**config.mk**
```make
export PLATFORM = sky130hd
export DESIGN_NAME = sdram_slot_arb_flat
export DESIGN_NICKNAME = d
export VERILOG_FILES = /design/src/rtl/sdram_slot_arb_if.sv /design/src/rtl/sdram_slot_arb.sv /design/src/flat_wrapper.sv
export SDC_FILE = /design/constraint.sdc
export NUM_CORES = 1
export LEC_CHECK = 0
export CAP_MARGIN = 10
export CORE_MARGIN = 2
export CORE_UTILIZATION = 35
export CTS_CLUSTER_SIZE = 24
export DETAILED_ROUTE_END_ITERATION = 16
export DONT_BUFFER_PORTS = 1
export GPL_ROUTABILITY_DRIVEN = 0
export SYNTH_ARGS = -nofsm -noshare
export SYNTH_HDL_FRONTEND = slang
export SYNTH_SLANG_ARGS = --single-unit
```
**constraint.sdc**
```tcl
create_clock -name clk -period 2.3 [get_ports clk]
set_input_delay 0.345 -clock clk [delete_from_list [all_inputs] [get_ports clk]]
set_output_delay 0.345 -clock clk [all_outputs]
set_load 0.01 [all_outputs]
```
**src/rtl/sdram_slot_arb_if.sv**
```systemverilog
// Signal bundle between the two cartridge-slot request channels, the arbiter
// and the single byte-wide SDRAM controller port.
interface sdram_slot_arb_if #(
    parameter int AW = 25
);
    logic [1:0][AW-1:0] ch_addr;
    logic [1:0][7:0]    ch_din;
    logic [1:0]         ch_we;
    logic [1:0]         ch_rd;
    logic [1:0][7:0]    ch_dout;
    logic [1:0]         ch_ready;
    logic [AW-1:0]      mem_addr;
    logic [7:0]         mem_din;
    logic               mem_we;
    logic               mem_rd;
    logic [7:0]         mem_dout;
    logic               mem_ack;
    logic               timeout_err;

    // slave is the arbiter's view; master is the view of the environment around it
    modport slave (
        input  ch_addr, ch_din, ch_we, ch_rd, mem_dout, mem_ack,
        output ch_dout, ch_ready, mem_addr, mem_din, mem_we, mem_rd, timeout_err
    );

    modport master (
        output ch_addr, ch_din, ch_we, ch_rd, mem_dout, mem_ack,
        input  ch_dout, ch_ready, mem_addr, mem_din, mem_we, mem_rd, timeout_err
    );
endinterface

```
**src/rtl/sdram_slot_arb.sv**
```systemverilog
// Round-robin arbiter from two slot request channels (ch0 = slot B, ch1 = slot A)
// onto one SDRAM controller port, with a watchdog that completes ops the controller drops.
module sdram_slot_arb #(
    parameter int AW      = 25,
    parameter int TIMEOUT = 255
) (
    input  logic              clk,
    input  logic              reset,
    sdram_slot_arb_if.slave   io_bus
);
    localparam int WDW = (TIMEOUT > 2) ? $clog2(TIMEOUT) : 1;

    typedef enum logic [1:0] {
        IDLE,
        ISSUE,
        WAIT
    } state_t;

    state_t              r_state;
    logic [1:0]          r_lvlPrev;
    logic [1:0][AW-1:0]  r_addrPrev;
    logic [1:0][AW-1:0]  r_snapAddr;
    logic [1:0][7:0]     r_snapDin;
    logic [1:0]          r_snapWe;
    logic [1:0]          r_pending;
    logic [1:0]          r_ready;
    logic [1:0][7:0]     r_dout;
    logic                r_grant;
    logic                r_lastGrant;
    logic [WDW-1:0]      r_watchdog;
    logic [AW-1:0]       r_memAddr;
    logic [7:0]          r_memDin;
    logic                r_memWe;
    logic                r_memRd;
    logic                r_timeoutErr;

    logic [1:0]          w_reqLvl;
    logic [1:0]          w_trigger;
    logic [1:0]          w_capture;
    logic [1:0][AW-1:0]  w_nextAddr;
    logic [1:0][7:0]     w_nextDin;
    logic [1:0]          w_nextWe;
    logic                w_pick;
    logic                w_wdExpired;

    // A channel's snapshot is frozen once it owns the memory port; the w_next* values
    // let a grant in the same cycle as a fresh trigger issue the newest request.
    always_comb begin
        for (int n = 0; n < 2; n++) begin
            w_reqLvl[n]   = io_bus.ch_we[n] | io_bus.ch_rd[n];
            w_trigger[n]  = w_reqLvl[n] & (~r_lvlPrev[n] | (io_bus.ch_addr[n] != r_addrPrev[n]));
            w_capture[n]  = w_trigger[n] & ~((r_state != IDLE) & (r_grant == 1'(n)));
            w_nextAddr[n] = w_capture[n] ? io_bus.ch_addr[n] : r_snapAddr[n];
            w_nextDin[n]  = w_capture[n] ? io_bus.ch_din[n]  : r_snapDin[n];
            w_nextWe[n]   = w_capture[n] ? io_bus.ch_we[n]   : r_snapWe[n];
        end
        w_pick      = (r_pending == 2'b11) ? ~r_lastGrant : r_pending[1];
        w_wdExpired = (r_watchdog == WDW'(TIMEOUT - 1));
    end

    always_ff @(posedge clk) begin
        if (reset) begin
            r_state      <= IDLE;
            r_lvlPrev    <= '0;
            r_addrPrev   <= '0;
            r_snapAddr   <= '0;
            r_snapDin    <= '0;
            r_snapWe     <= '0;
            r_pending    <= '0;
            r_ready      <= 2'b11;
            r_dout       <= {8'hFF, 8'hFF};
            r_grant      <= 1'b0;
            r_lastGrant  <= 1'b1;
            r_watchdog   <= '0;
            r_memAddr    <= '0;
            r_memDin     <= '0;
            r_memWe      <= 1'b0;
            r_memRd      <= 1'b0;
            r_timeoutErr <= 1'b0;
        end else begin
            r_lvlPrev  <= w_reqLvl;
            r_addrPrev <= io_bus.ch_addr;
            r_memWe    <= 1'b0;
            r_memRd    <= 1'b0;

            for (int n = 0; n < 2; n++) begin
                if (w_capture[n]) begin
                    r_snapAddr[n] <= io_bus.ch_addr[n];
                    r_snapDin[n]  <= io_bus.ch_din[n];
                    r_snapWe[n]   <= io_bus.ch_we[n];
                    r_pending[n]  <= 1'b1;
                    r_ready[n]    <= 1'b0;
                end
            end

            case (r_state)
                IDLE: begin
                    if (|r_pending) begin
                        r_grant   <= w_pick;
                        r_memAddr <= w_nextAddr[w_pick];
                        r_memDin  <= w_nextDin[w_pick];
                        r_memWe   <= w_nextWe[w_pick];
                        r_memRd   <= ~w_nextWe[w_pick];
                        r_state   <= ISSUE;
                    end
                end
                ISSUE: begin
                    r_watchdog <= '0;
                    r_state    <= WAIT;
                end
                WAIT: begin
                    if (io_bus.mem_ack || w_wdExpired) begin
                        if (!r_snapWe[r_grant]) begin
                            r_dout[r_grant] <= io_bus.mem_ack ? io_bus.mem_dout : 8'hFF;
                        end
                        if (!io_bus.mem_ack) begin
                            r_timeoutErr <= 1'b1;
                        end
                        r_pending[r_grant] <= 1'b0;
                        r_ready[r_grant]   <= 1'b1;
                        r_lastGrant        <= r_grant;
                        r_state            <= IDLE;
                    end else begin
                        r_watchdog <= r_watchdog + 1'b1;
                    end
                end
                default: r_state <= IDLE;
            endcase
        end
    end

    assign io_bus.ch_dout     = r_dout;
    assign io_bus.ch_ready    = r_ready;
    assign io_bus.mem_addr    = r_memAddr;
    assign io_bus.mem_din     = r_memDin;
    assign io_bus.mem_we      = r_memWe;
    assign io_bus.mem_rd      = r_memRd;
    assign io_bus.timeout_err = r_timeoutErr;
endmodule

```
**src/flat_wrapper.sv**
```systemverilog
// flat-port wrapper written by rule: the top's interface ports become plain ports
module sdram_slot_arb_flat 
#(
    parameter int AW      = 25,
    parameter int TIMEOUT = 255
)
  (clk, reset, io_bus_ch_addr, io_bus_ch_din, io_bus_ch_we, io_bus_ch_rd, io_bus_mem_dout, io_bus_mem_ack, io_bus_ch_dout, io_bus_ch_ready, io_bus_mem_addr, io_bus_mem_din, io_bus_mem_we, io_bus_mem_rd, io_bus_timeout_err);
  sdram_slot_arb_if #(.AW(AW)) io_bus_i ();
  input  logic clk;
  input  logic reset;
  input wire logic [$bits(io_bus_i.ch_addr)-1:0] io_bus_ch_addr;
  input wire logic [$bits(io_bus_i.ch_din)-1:0] io_bus_ch_din;
  input wire logic [$bits(io_bus_i.ch_we)-1:0] io_bus_ch_we;
  input wire logic [$bits(io_bus_i.ch_rd)-1:0] io_bus_ch_rd;
  input wire logic [$bits(io_bus_i.mem_dout)-1:0] io_bus_mem_dout;
  input wire logic [$bits(io_bus_i.mem_ack)-1:0] io_bus_mem_ack;
  output wire logic [$bits(io_bus_i.ch_dout)-1:0] io_bus_ch_dout;
  output wire logic [$bits(io_bus_i.ch_ready)-1:0] io_bus_ch_ready;
  output wire logic [$bits(io_bus_i.mem_addr)-1:0] io_bus_mem_addr;
  output wire logic [$bits(io_bus_i.mem_din)-1:0] io_bus_mem_din;
  output wire logic [$bits(io_bus_i.mem_we)-1:0] io_bus_mem_we;
  output wire logic [$bits(io_bus_i.mem_rd)-1:0] io_bus_mem_rd;
  output wire logic [$bits(io_bus_i.timeout_err)-1:0] io_bus_timeout_err;
  assign io_bus_i.ch_addr = io_bus_ch_addr;
  assign io_bus_i.ch_din = io_bus_ch_din;
  assign io_bus_i.ch_we = io_bus_ch_we;
  assign io_bus_i.ch_rd = io_bus_ch_rd;
  assign io_bus_i.mem_dout = io_bus_mem_dout;
  assign io_bus_i.mem_ack = io_bus_mem_ack;
  assign io_bus_ch_dout = io_bus_i.ch_dout;
  assign io_bus_ch_ready = io_bus_i.ch_ready;
  assign io_bus_mem_addr = io_bus_i.mem_addr;
  assign io_bus_mem_din = io_bus_i.mem_din;
  assign io_bus_mem_we = io_bus_i.mem_we;
  assign io_bus_mem_rd = io_bus_i.mem_rd;
  assign io_bus_timeout_err = io_bus_i.timeout_err;
  sdram_slot_arb #(.AW(AW), .TIMEOUT(TIMEOUT)) u_core (.clk(clk), .reset(reset), .io_bus(io_bus_i));
endmodule
```
==> key figures, run 1 <==
Timing
  – Clk_skew: 0.01294 ns
  – Final setup fails: 0
  – Hold WS: around 0.015 ns
  – Max Transition Viols Final: 0
  – Worst setup margin: between 0.15 and 0.2 ns
  – Max_slew headroom: about three fifths
  – Min Tclk post-route: about 2.1 ns
  – Peak Freq: about 0.47 GHz
  – Worst-margin pin slew: between 0.6 and 0.7 ns
  – Fin. Hold Viols: 0
  – Setup TNS Final: 0 ns
  – RSZ-0062 raised after global routing: false
  – Tcrit/Tclk final: 93.40%

Critical path
  – Top delay family on crit path: simple AND/OR/NAND/NOR gates
  – Crit. End Element: register
  – R2r setup slk: roughly 0.15 ns
  – Crit Path Category: reg2reg
  – CP bufs+invs: 2
  – Crit Path Max Fanout: 18
  – Worst setup SP type: register
  – Delay of the slowest cell on the worst path: roughly 0.33 ns
  – Crit path DAT: approximately 2.4 ns
  – CP Cell Sequence: xnor2_1 -> nand4_1 -> nor4_1 -> buf_4 -> a211oi_4 -> buf_12 -> mux2i_1 -> o221ai_1
  – Crit-path slowest cell: nor4_1
  – Worst EP required: ~2.6 ns

Synthesis
  – Largest area contributor in the netlist: dfxtp_1
  – FF+latch count, synth: approximately 190
  – Cell area after synthesis: around 0.0074 mm²
  – Mean post-synth cell area: approximately 9.5 µm²
  – Gate Count Post-Synth: between 700 and 800
  – YS warnings: 0
  – Synth area leaders: dfxtp_1 (51%), nor2b_1 (5.0%), xnor2_1 (4.7%)
  – Synth unique cells: 50
  – Syn nets: just under 900
  – Synth top area share: 50.58%
  – Ys async rst share: 0%
  – Synth Flop Type: dfxtp_1
  – Number of flops mapped to enable cells by yosys: 0
  – Post-synthesis sequential area ratio: around 51%

Clock tree
  – CTS tree: done
  – CTS HTree Levels: 4
  – Clk slew on worst S/H paths: approximately 0.080 ns
  – Clk buf depth: 2
  – Post_cts resized: 0
  – Sink count of the clock tree: around 190
  – Num CTS Buffers: 17
  – Post-CTS setup buffers: 0
  – Root buf cell: clkbuf_16
  – Clock Latency Late Sink: between 0.4 and 0.5 ns

Final layout
  – Layout cell share with drive strength beyond 1: about a tenth
  – FF/Latch Area: between 0.003 and 0.004 mm²
  – Multi-input logic area: about 0.0033 mm²
  – Nets: about 870
  – Fill count: around 2100
  – Area grow syn2layout: 14.81%

Drt
  – Initial DRC count: roughly 300
  – DR pass1 iterations: 5
  – Routed length per instance: 19.14 µm
  – Via density: ~5.3
  – Antenna viol nets, final: 0
  – DRC errors left: 0
  – WL final: 20540 µm
  – Vias: 5712

Placed design
  – Final HPWL DP: between 10000 and 15000 µm
  – IO buf count: 0
  – Setup WS pre-CTS: about 0.14 ns

Floorplan
  – Row cnt: 53
  – Die height: about 150 µm
  – Core area: 0.02096 mm²
  – Die W: between 100 and 150 µm
  – Top Ports: about 140
  – Initial core utilization: 35.51%
  – Die area: 0.02244 mm²

Global routing
  – First-pass GRT wire length: 32150 µm
  – Initial antenna violation count: 0
  – GRT overflow: 0
  – Gr usage total: a little under a fifth
  – Largest net degree at the start of global routing: between 80 and 90
  – Vias in the first global route: about 5600

Pwr
  – Pwr/cell area: around 890 mW/mm²
  – Worst VDD drop: between 0.5 and 0.6 mV
  – Leakage: about 3.3 nW

Hold path
  – HP Class: in2reg

Status
  – Status: completed

Flow run
  – Max Cap Viol: 0
state kept, by name, indices dropped and copies added (netlist names), 2 cells and up:
| name | cells |
|---|---|
| u_core.io_bus.ch_dout | 16 |
| u_core.io_bus.ch_ready | 2 |
| u_core.io_bus.mem_addr | 25 |
| u_core.io_bus.mem_din | 8 |
| u_core.r_addrPrev | 50 |
| u_core.r_lvlPrev | 2 |
| u_core.r_pending | 2 |
| u_core.r_snapAddr | 50 |
| u_core.r_snapDin | 16 |
| u_core.r_snapWe | 2 |
| u_core.r_state | 2 |
| u_core.r_watchdog | 8 |
stage by stage:
step / cell area [µm²] / std cells / power [mW] / utilization (%)
after floorplan: 7441 / 787 / 4.365 / -
after global placement: 7861 / 1037 / 4.606 / 37.51
after detailed placement: 7861 / 1037 / 4.620 / 37.51
after CTS: 8541 / 1072 / 7.677 / 40.76
after global routing: 8541 / 1072 / 7.931 / 40.76
final: 8543 / 1073 / 7.594 / 40.77
what timing repair did:
action,CTS,global route
hold endpoints to repair,82,0
setup endpoints to repair,0,0
hold buffers,3,0
routing by layer:
metal | GRT usage (%) | up-vias | routed length, µm
li1 | - | 2762 | -
met1 | 24.09 | 2751 | 8926
met2 | 28.61 | 175 | 9285
met3 | 6.220 | 24 | 1770
met4 | 7.170 | 0 | 558
met5 | 0 | - | 0
cell families (layout without fill, tap and decap cells):
| logic type | count (synthesis) | count (layout) | synth area share, % |
|---|---|---|---|
| and+or+nand+nor | 233 | 233 | 15.99 |
| muxes | 37 | 37 | 5.028 |
| AOI/OAI and AO/OA | 183 | 183 | 17.56 |
| other | 0 | 1 | 0 |
| adders and majority gates | 2 | 2 | 0.3363 |
| DFF | 188 | 188 | 50.58 |
| buffers and inverters | 104 | 114 | 5.801 |
| xor gates and xnor gates | 40 | 40 | 4.708 |
cells in the mapped netlist (all sizes together), types with 2 or more instances:
| library cell | n |
|---|---|
| and2 | 2 |
| clkbuf | 44 |
| nand3 | 38 |
| nor4b | 2 |
| o221ai | 33 |
| dfxtp | 188 |
| buf | 15 |
| and3 | 3 |
| nor2b | 60 |
| ha | 2 |
| inv | 45 |
| a211o | 17 |
| nand2 | 15 |
| nand2b | 9 |
| o2111ai | 3 |
| o211ai | 2 |
| nor4 | 4 |
| nor3 | 6 |
| o21ai | 36 |
| a2bb2oi | 3 |
| mux2 | 3 |
| a21oi | 42 |
| or3 | 2 |
| xnor2 | 40 |
| mux2i | 34 |
| nor2 | 78 |
| a32oi | 34 |
| o22ai | 3 |
| nand4 | 10 |
area by class of cell:
type | count | area share, %
Timing Repair Buffer | 37 | 4.189
Antenna cell | 1 | 0.02929
Multi-Input combinational cell | 495 | 38.53
Tap cell | 275 | 4.028
Clock inverter | 15 | 2.211
Inverter | 45 | 1.977
Sequential cell | 188 | 44.05
Clock buffer | 17 | 4.979
placed cells by master (no fill, tap or decap), types with 3 or more instances in the layout:
cell and instances:
a21oi_1 41, mux2_2 3, a211o_1 17, buf_4 31
nor3_1 6, o221ai_1 33, inv_6 3, a32oi_1 34
buf_12 3, nand3_1 37, nor2b_1 60, nor4_1 4
nor2_1 77, nand2_1 15, inv_8 5, nand2b_1 9
o21ai_0 35, clkbuf_16 17, mux2i_1 34, clkinv_8 6
nand4_1 10, dfxtp_1 188, xnor2_1 40, a2bb2oi_1 3
inv_1 45, o2111ai_1 3
final timing paths:
check	start	to	cells past startpoint
hold reg to reg	u_core.r_lastGrant	u_core.r_lastGrant	2
setup / recovery	u_core.r_addrPrev[31]	u_core.io_bus.mem_addr[18]	8
hold / removal	reset	u_core.io_bus.ch_ready[0]	1
setup reg to reg	u_core.r_addrPrev[31]	u_core.io_bus.mem_addr[18]	8
report_power, final:
part / switching [mW] / total (mW) / internal (mW)
Clock: 1.51 / 3.00 / 1.49
Combinational: 0.494 / 0.871 / 0.378
Sequential: 0.206 / 3.73 / 3.52
worst reg2reg max path, cell delays in order, from the launching register on:
cell and delay (ns):
dfxtp_1 0.31, xnor2_1 0.25, nand4_1 0.18, nor4_1 0.33, buf_4 0.17, a211oi_4 0.08, buf_12 0.20, mux2i_1 0.29
o221ai_1 0.18
No activity file was read; power rests on OpenSTA's default activity.
==> run 2, diff against run 1 <==
Settings changed: PLACE_DENSITY_LB_ADDON from default to 0.15.
==> run 2 against run 1 <==
  * Flip-flop and latch count unchanged
  * Critical path type unchanged
  * Die area unchanged
  * Worst hold slack gained 0.023 ns
  * Highest routed layer unchanged
==> key figures, run 2 (synthesis results as in run 1) <==
Timing
  – Worst-margin pin slew: 0.5127 ns (was 0.6028 ns)
  – Fin. Hold Viols: 0 (unchanged)
  – Final setup fails: 0 (unchanged)
  – Tcrit/Tclk final: 93.16% (was 93.40%)
  – Clk_skew: 0.01076 ns (was 0.01294 ns)
  – Min Tclk post-route: 2.143 ns (was 2.148 ns)
  – RSZ-0062 raised after global routing: false (unchanged)
  – Peak Freq: 0.4667 GHz (was 0.4655 GHz)
  – Max Transition Viols Final: 0 (unchanged)
  – Max_slew headroom: 65.51% (was 59.67%)
  – Hold WS: 0.03820 ns (was 0.01500 ns)

Drt
  – Via density: 5.590 (was 5.323)
  – Routed length per instance: 20.32 µm (was 19.14 µm)
  – DRC errors left: 0 (unchanged)
  – Antenna viol nets, final: 0 (unchanged)
  – WL final: 21620 µm (was 20540 µm)
  – Vias: 5948 (was 5712)
  – Initial DRC count: 408 (was 296)
  – DR pass1 iterations: 5 (unchanged)

Critical path
  – Crit Path Category: reg2reg (unchanged)
  – Top delay family on crit path: simple AND/OR/NAND/NOR gates (unchanged)
  – Crit Path Max Fanout: 16 (was 18)
  – Crit. End Element: register (unchanged)
  – CP bufs+invs: 0 (was 2)
  – Crit path DAT: 2.46 ns (was 2.44 ns)
  – CP Cell Sequence: and4_4 -> a41oi_2 -> or3_4 -> or3b_4 -> a211o_1 (was xnor2_1 -> nand4_1 -> nor4_1 -> buf_4 -> a211oi_4 -> buf_12 -> mux2i_1 -> o221ai_1)
  – Delay of the slowest cell on the worst path: 0.49 ns (was 0.33 ns)
  – Worst EP required: 2.62 ns (was 2.59 ns)
  – Crit-path slowest cell: or3b_4 (was nor4_1)
  – R2r setup slk: 0.16 ns (was 0.15 ns)
  – Worst setup SP type: register (unchanged)

Final layout
  – Layout cell share with drive strength beyond 1: 10.01% (was 10.29%)
  – # diodes: 0 (was 1)
  – Nets: 859 (was 867)
  – Most frequent cells in the layout: dfxtp_1 (188), nor2_1 (77), nor2b_1 (60) (unchanged)
  – Commonest non-fill, non-tap cell in the layout: dfxtp_1 (unchanged)
  – Area grow syn2layout: 14.33% (was 14.81%)
  – Fill count: 2073 (was 2084)

Floorplan
  – Core area: 0.02096 mm² (unchanged)
  – Initial core utilization: 35.51% (unchanged)
  – Die area: 0.02244 mm² (unchanged)
  – Top Ports: 135 (unchanged)
  – Die W: 149.8 µm (unchanged)
  – Row cnt: 53 (unchanged)
  – Die height: 149.8 µm (unchanged)

Clock tree
  – CTS tree: done (unchanged)
  – Clk slew on worst S/H paths: 0.08 ns (about the same)
  – Clock Latency Late Sink: 0.43 ns (was 0.44 ns)
  – Num CTS Buffers: 17 (unchanged)
  – Sink count of the clock tree: 188 (unchanged)
  – CTS HTree Levels: 4 (unchanged)
  – Clk buf depth: 2 (unchanged)
  – Root buf cell: clkbuf_16 (unchanged)

Hold path
  – HP Class: in2reg (unchanged)

Global routing
  – Gr usage total: 19.59% (was 18.59%)
  – Initial antenna violation count: 0 (unchanged)
  – Largest net degree at the start of global routing: 102 (was 83)
  – Vias in the first global route: 5840 (was 5622)
  – First-pass GRT wire length: 33550 µm (was 32150 µm)
  – GRT overflow: 0 (unchanged)

Placed design
  – IO buf count: 0 (unchanged)
  – Final HPWL DP: 14540 µm (was 13420 µm)

Pwr
  – Worst VDD drop: 0.4759 mV (was 0.5754 mV)
  – Leakage: 3.231 nW (was 3.263 nW)
  – Power Total: 7.669 mW (was 7.594 mW)
  – Pwr/cell area: 901.5 mW/mm² (was 888.9 mW/mm²)

Status
  – Status: completed (unchanged)

Flow run
  – Max Cap Viol: 0 (unchanged)
## run 2: area by class of cell
type	count	area (µm²)	area share, %
Sequential cell	188	3764	44.24
Multi-Input combinational cell	495	3304	38.84
Clock buffer	17	425.4	5.001
Tap cell	275	344.1	4.045
Timing Repair Buffer	29	302.8	3.559
Clock inverter	15	197.7	2.324
Inverter	45	168.9	1.986
## run 2: what timing repair did
action                                  4_1_cts  5_1_grt
endpoints found under the setup margin       68       65
resized for setup                             1        4
hold endpoints to repair                     52        0
buffers inserted                              3        0
pin swaps                                     1        0
hold buffers                                  2        0
## run 2: routing by layer
layer | GRT usage, % | wire length (µm)
met5 | 0 | 0
met4 | 6.934 | 463
met2 | 31.10 | 9967
met1 | 24.94 | 9189
met3 | 6.402 | 1997
## run 2: path summary, 6_finish.rpt
check	start	endpoint	depth (start not counted)
hold reg to reg	u_core.r_lastGrant	u_core.r_lastGrant	2
hold / removal	io_bus_ch_addr[43]	u_core.r_addrPrev[43]	1
setup / recovery	u_core.r_watchdog[4]	u_core.io_bus.ch_dout[15]	5
setup reg to reg	u_core.r_watchdog[4]	u_core.io_bus.ch_dout[15]	5
## run 2: stage by stage
| stage | std cells | setup WS, ns | setup TNS (ns) | area (µm²) | util [%] |
|---|---|---|---|---|---|
| final | 1064 | 0.1572 | 0 | 8507 | 40.60 |
| after global placement | 1027 | -0.3109 | -10.59 | 7799 | 37.22 |
| after global routing | 1064 | 0.007012 | 0 | 8507 | 40.60 |
| after floorplan | 787 | 0.2000 | 0 | 7441 | - |
| after CTS | 1064 | 0.03101 | 0 | 8484 | 40.49 |
| after detailed placement | 1027 | -0.2680 | -8.607 | 7799 | 37.22 |
## run 2: where the power goes
group | switching, mW | internal [mW] | total, mW
clock | 1.42 | 1.67 | 3.09
sequential | 0.198 | 3.52 | 3.72
combinational | 0.487 | 0.375 | 0.862
## run 2: worst register-to-register path, stage by stage (launching register included)
cell	delay [ns]
dfxtp_1	0.41
and4_4	0.27
a41oi_2	0.14
or3_4	0.40
or3b_4	0.49
a211o_1	0.33
==> run 3, diff against run 2 <==
Settings changed: SETUP_SLACK_MARGIN from default to 0.4.
==> run 3 against run 2 <==
  * Register-to-register slack gained 0.03 ns
  * Worst hold slack gained 0.0011 ns
  * Non-clock buffer count grew 40
  * Combinational power grew 30%
  * Maximum frequency grew 1.3%
  * Critical path depth grew 1
  * Final cell count grew 4.1%
  * First-iteration DRC count shrank 24%
  * Final area grew 12%
==> key figures, run 3 (synthesis results as in run 1) <==
Drt
  – Via density: 5.477 (was 5.590)
  – DR pass1 iterations: 5 (unchanged)
  – Initial DRC count: 310 (was 408)
  – WL final: 23330 µm (was 21620 µm)
  – Antenna viol nets, final: 0 (unchanged)
  – Vias: 6068 (was 5948)
  – Routed length per instance: 21.05 µm (was 20.32 µm)
  – DRC errors left: 0 (unchanged)

Floorplan
  – Core area: 0.02096 mm² (unchanged)
  – Die height: 149.8 µm (unchanged)
  – Top Ports: 135 (unchanged)
  – Row cnt: 53 (unchanged)
  – Initial core utilization: 35.51% (unchanged)
  – Die area: 0.02244 mm² (unchanged)
  – Die W: 149.8 µm (unchanged)

Timing
  – Peak Freq: 0.4730 GHz (was 0.4667 GHz)
  – Max_slew headroom: 53.50% (was 65.51%)
  – RSZ-0062 raised after global routing: true (was false)
  – Worst-margin pin slew: 0.6973 ns (was 0.5127 ns)
  – Tcrit/Tclk final: 91.92% (was 93.16%)
  – Min Tclk post-route: 2.114 ns (was 2.143 ns)
  – Fin. Hold Viols: 0 (unchanged)
  – Final setup fails: 0 (unchanged)
  – Max Transition Viols Final: 0 (unchanged)
  – Clk_skew: 0.01308 ns (was 0.01076 ns)
  – Setup TNS Final: 0 ns (unchanged)

Critical path
  – Crit path to: u_core.io_bus.mem_addr[22] (was u_core.io_bus.ch_dout[15])
  – Crit-path slowest cell: a2111o_1 (was or3b_4)
  – Crit. End Element: register (unchanged)
  – RR Endpoint: u_core.io_bus.mem_addr[22] (was u_core.io_bus.ch_dout[15])
  – CP Cell Sequence: nor2b_4 -> a2111o_1 -> nor4_4 -> and3_4 -> o21ai_2 -> o221ai_1 (was and4_4 -> a41oi_2 -> or3_4 -> or3b_4 -> a211o_1)
  – Crit Path Category: reg2reg (unchanged)
  – Top delay family on crit path: compound AO/OA/AOI/OAI gates (was simple AND/OR/NAND/NOR gates)
  – CP bufs+invs: 0 (unchanged)
  – Worst setup SP type: register (unchanged)
  – Number of cells on the worst reg-to-reg path: 6 (was 5)
  – R2r setup slk: 0.19 ns (was 0.16 ns)
  – Worst EP required: 2.65 ns (was 2.62 ns)
  – Crit path depth: 6 (was 5)
  – Worst R2R Start: u_core.r_addrPrev[19] (was u_core.r_watchdog[4])
  – Crit path DAT: 2.46 ns (about the same)
  – Delay of the slowest cell on the worst path: 0.38 ns (was 0.49 ns)
  – Worst setup path start: u_core.r_addrPrev[19] (was u_core.r_watchdog[4])
  – Crit Path Max Fanout: 8 (was 16)

Status
  – Status: completed (unchanged)

Clock tree
  – Clk buf depth: 2 (unchanged)
  – CTS HTree Levels: 4 (unchanged)
  – Num CTS Buffers: 17 (unchanged)
  – Sink count of the clock tree: 188 (unchanged)
  – Clock Latency Late Sink: 0.44 ns (was 0.43 ns)
  – CTS tree: done (unchanged)
  – Clk slew on worst S/H paths: 0.08 ns (about the same)
  – Root buf cell: clkbuf_16 (unchanged)

Placed design
  – Final HPWL DP: 13740 µm (was 14540 µm)
  – IO buf count: 0 (unchanged)

Final layout
  – Layout cell share with drive strength beyond 1: 21.73% (was 10.01%)
  – # diodes: 0 (unchanged)
  – Area grow syn2layout: 28.54% (was 14.33%)
  – Commonest non-fill, non-tap cell in the layout: dfxtp_1 (unchanged)
  – Nets: 903 (was 859)
  – Most frequent cells in the layout: dfxtp_1 (179), nor2_1 (76), nor2b_1 (59) (was dfxtp_1 (188), nor2_1 (77), nor2b_1 (60))

Global routing
  – Gr usage total: 20.58% (was 19.59%)
  – GRT overflow: 0 (unchanged)
  – Largest net degree at the start of global routing: 81 (was 102)
  – Vias in the first global route: 6136 (was 5840)
  – First-pass GRT wire length: 35060 µm (was 33550 µm)
  – Initial antenna violation count: 0 (unchanged)

Pwr
  – Leakage: 3.458 nW (was 3.231 nW)
  – Power Total: 7.965 mW (was 7.669 mW)
  – Worst VDD drop: 0.5013 mV (was 0.4759 mV)
  – Pwr/cell area: 832.8 mW/mm² (was 901.5 mW/mm²)

Hold path
  – HP Class: in2reg (unchanged)

Flow run
  – Max Cap Viol: 0 (unchanged)
-- run 3: cell types whose count changed in the layout (fill, tap and decap cells not counted), moves of 4 or more --
cell           delta
o21ai_2          +26
a21oi_2           +7
mux2i_1          -26
o21ai_4           +4
mux2i_4          +17
mux2i_2           +9
dlygate4sd3_1    +23
a21oi_1           -8
o21ai_0          -33
o21ai_1           +5
dfxtp_2           +7
buf_6             +8
dfxtp_1           -9
-- run 3: worst min path at each step --
stage | startpoint | to | slack (ns) | cells after the start
floorplan | u_core.r_lastGrant | u_core.r_lastGrant | 0.43 | 2
finish | io_bus_ch_addr[45] | u_core.r_addrPrev[45] | 0.04 | 1
detailed placement | reset | u_core.r_watchdog[2] | 0.43 | 1
global route | io_bus_ch_addr[46] | u_core.r_addrPrev[46] | 0.02 | 1
global placement | reset | u_core.r_watchdog[2] | 0.42 | 1
CTS | reset | u_core.io_bus.ch_dout[12] | 0.001 | 1
-- run 3: power breakdown --
group          switching [mW]  total, mW  internal, mW
registers               0.239       3.76          3.52
clock network            1.43       3.09          1.66
logic                   0.604       1.12         0.512
-- run 3: area by class of cell --
cell class,instances,area (µm²)
clock buffers,17,425.4
clock inverters,15,200.2
fillers,2020,11390
inverters,45,171.4
multi-input cells,499,3842
flip-flops and latches,188,3780
well taps,275,344.1
repair buffers,69,800.8
-- run 3: repair_timing --
action | CTS | global route
pin swaps | 34 | 30
setup buffers | 11 | 3
hold buffers | 25 | 1
gates resized for setup | 80 | 83
setup endpoints to repair | 117 | 125
endpoints found under the hold margin | 102 | 1
cloned | 6 | 2
-- run 3: metrics by stage --
stage,std cells,setup slack (ns),utilization (%),hold slack [ns],cell area (µm²)
6_report,1108,0.1858,45.64,0.03928,9564
5_1_grt,1108,0.1240,45.64,0.02115,9564
4_1_cts,1102,0.2196,43.92,0.001282,9204
3_5_place_dp,1028,-0.02690,37.25,0.4285,7806
3_3_place_gp,1028,0.02002,37.25,0.4235,7806
2_1_floorplan,787,0.2387,-,0.4277,7510
-- run 3: per-layer routing --
metal | vias to the layer above | share of wire [%] | routed length [µm] | global-route usage (%)
met3 | 31 | 7.7 | 1793 | 6.402
met2 | 210 | 46 | 10810 | 32.92
met1 | 2961 | 43 | 10080 | 25.78
li1 | 2866 | - | - | -
met4 | 0 | 2.8 | 651 | 8.396
met5 | - | 0 | 0 | 0
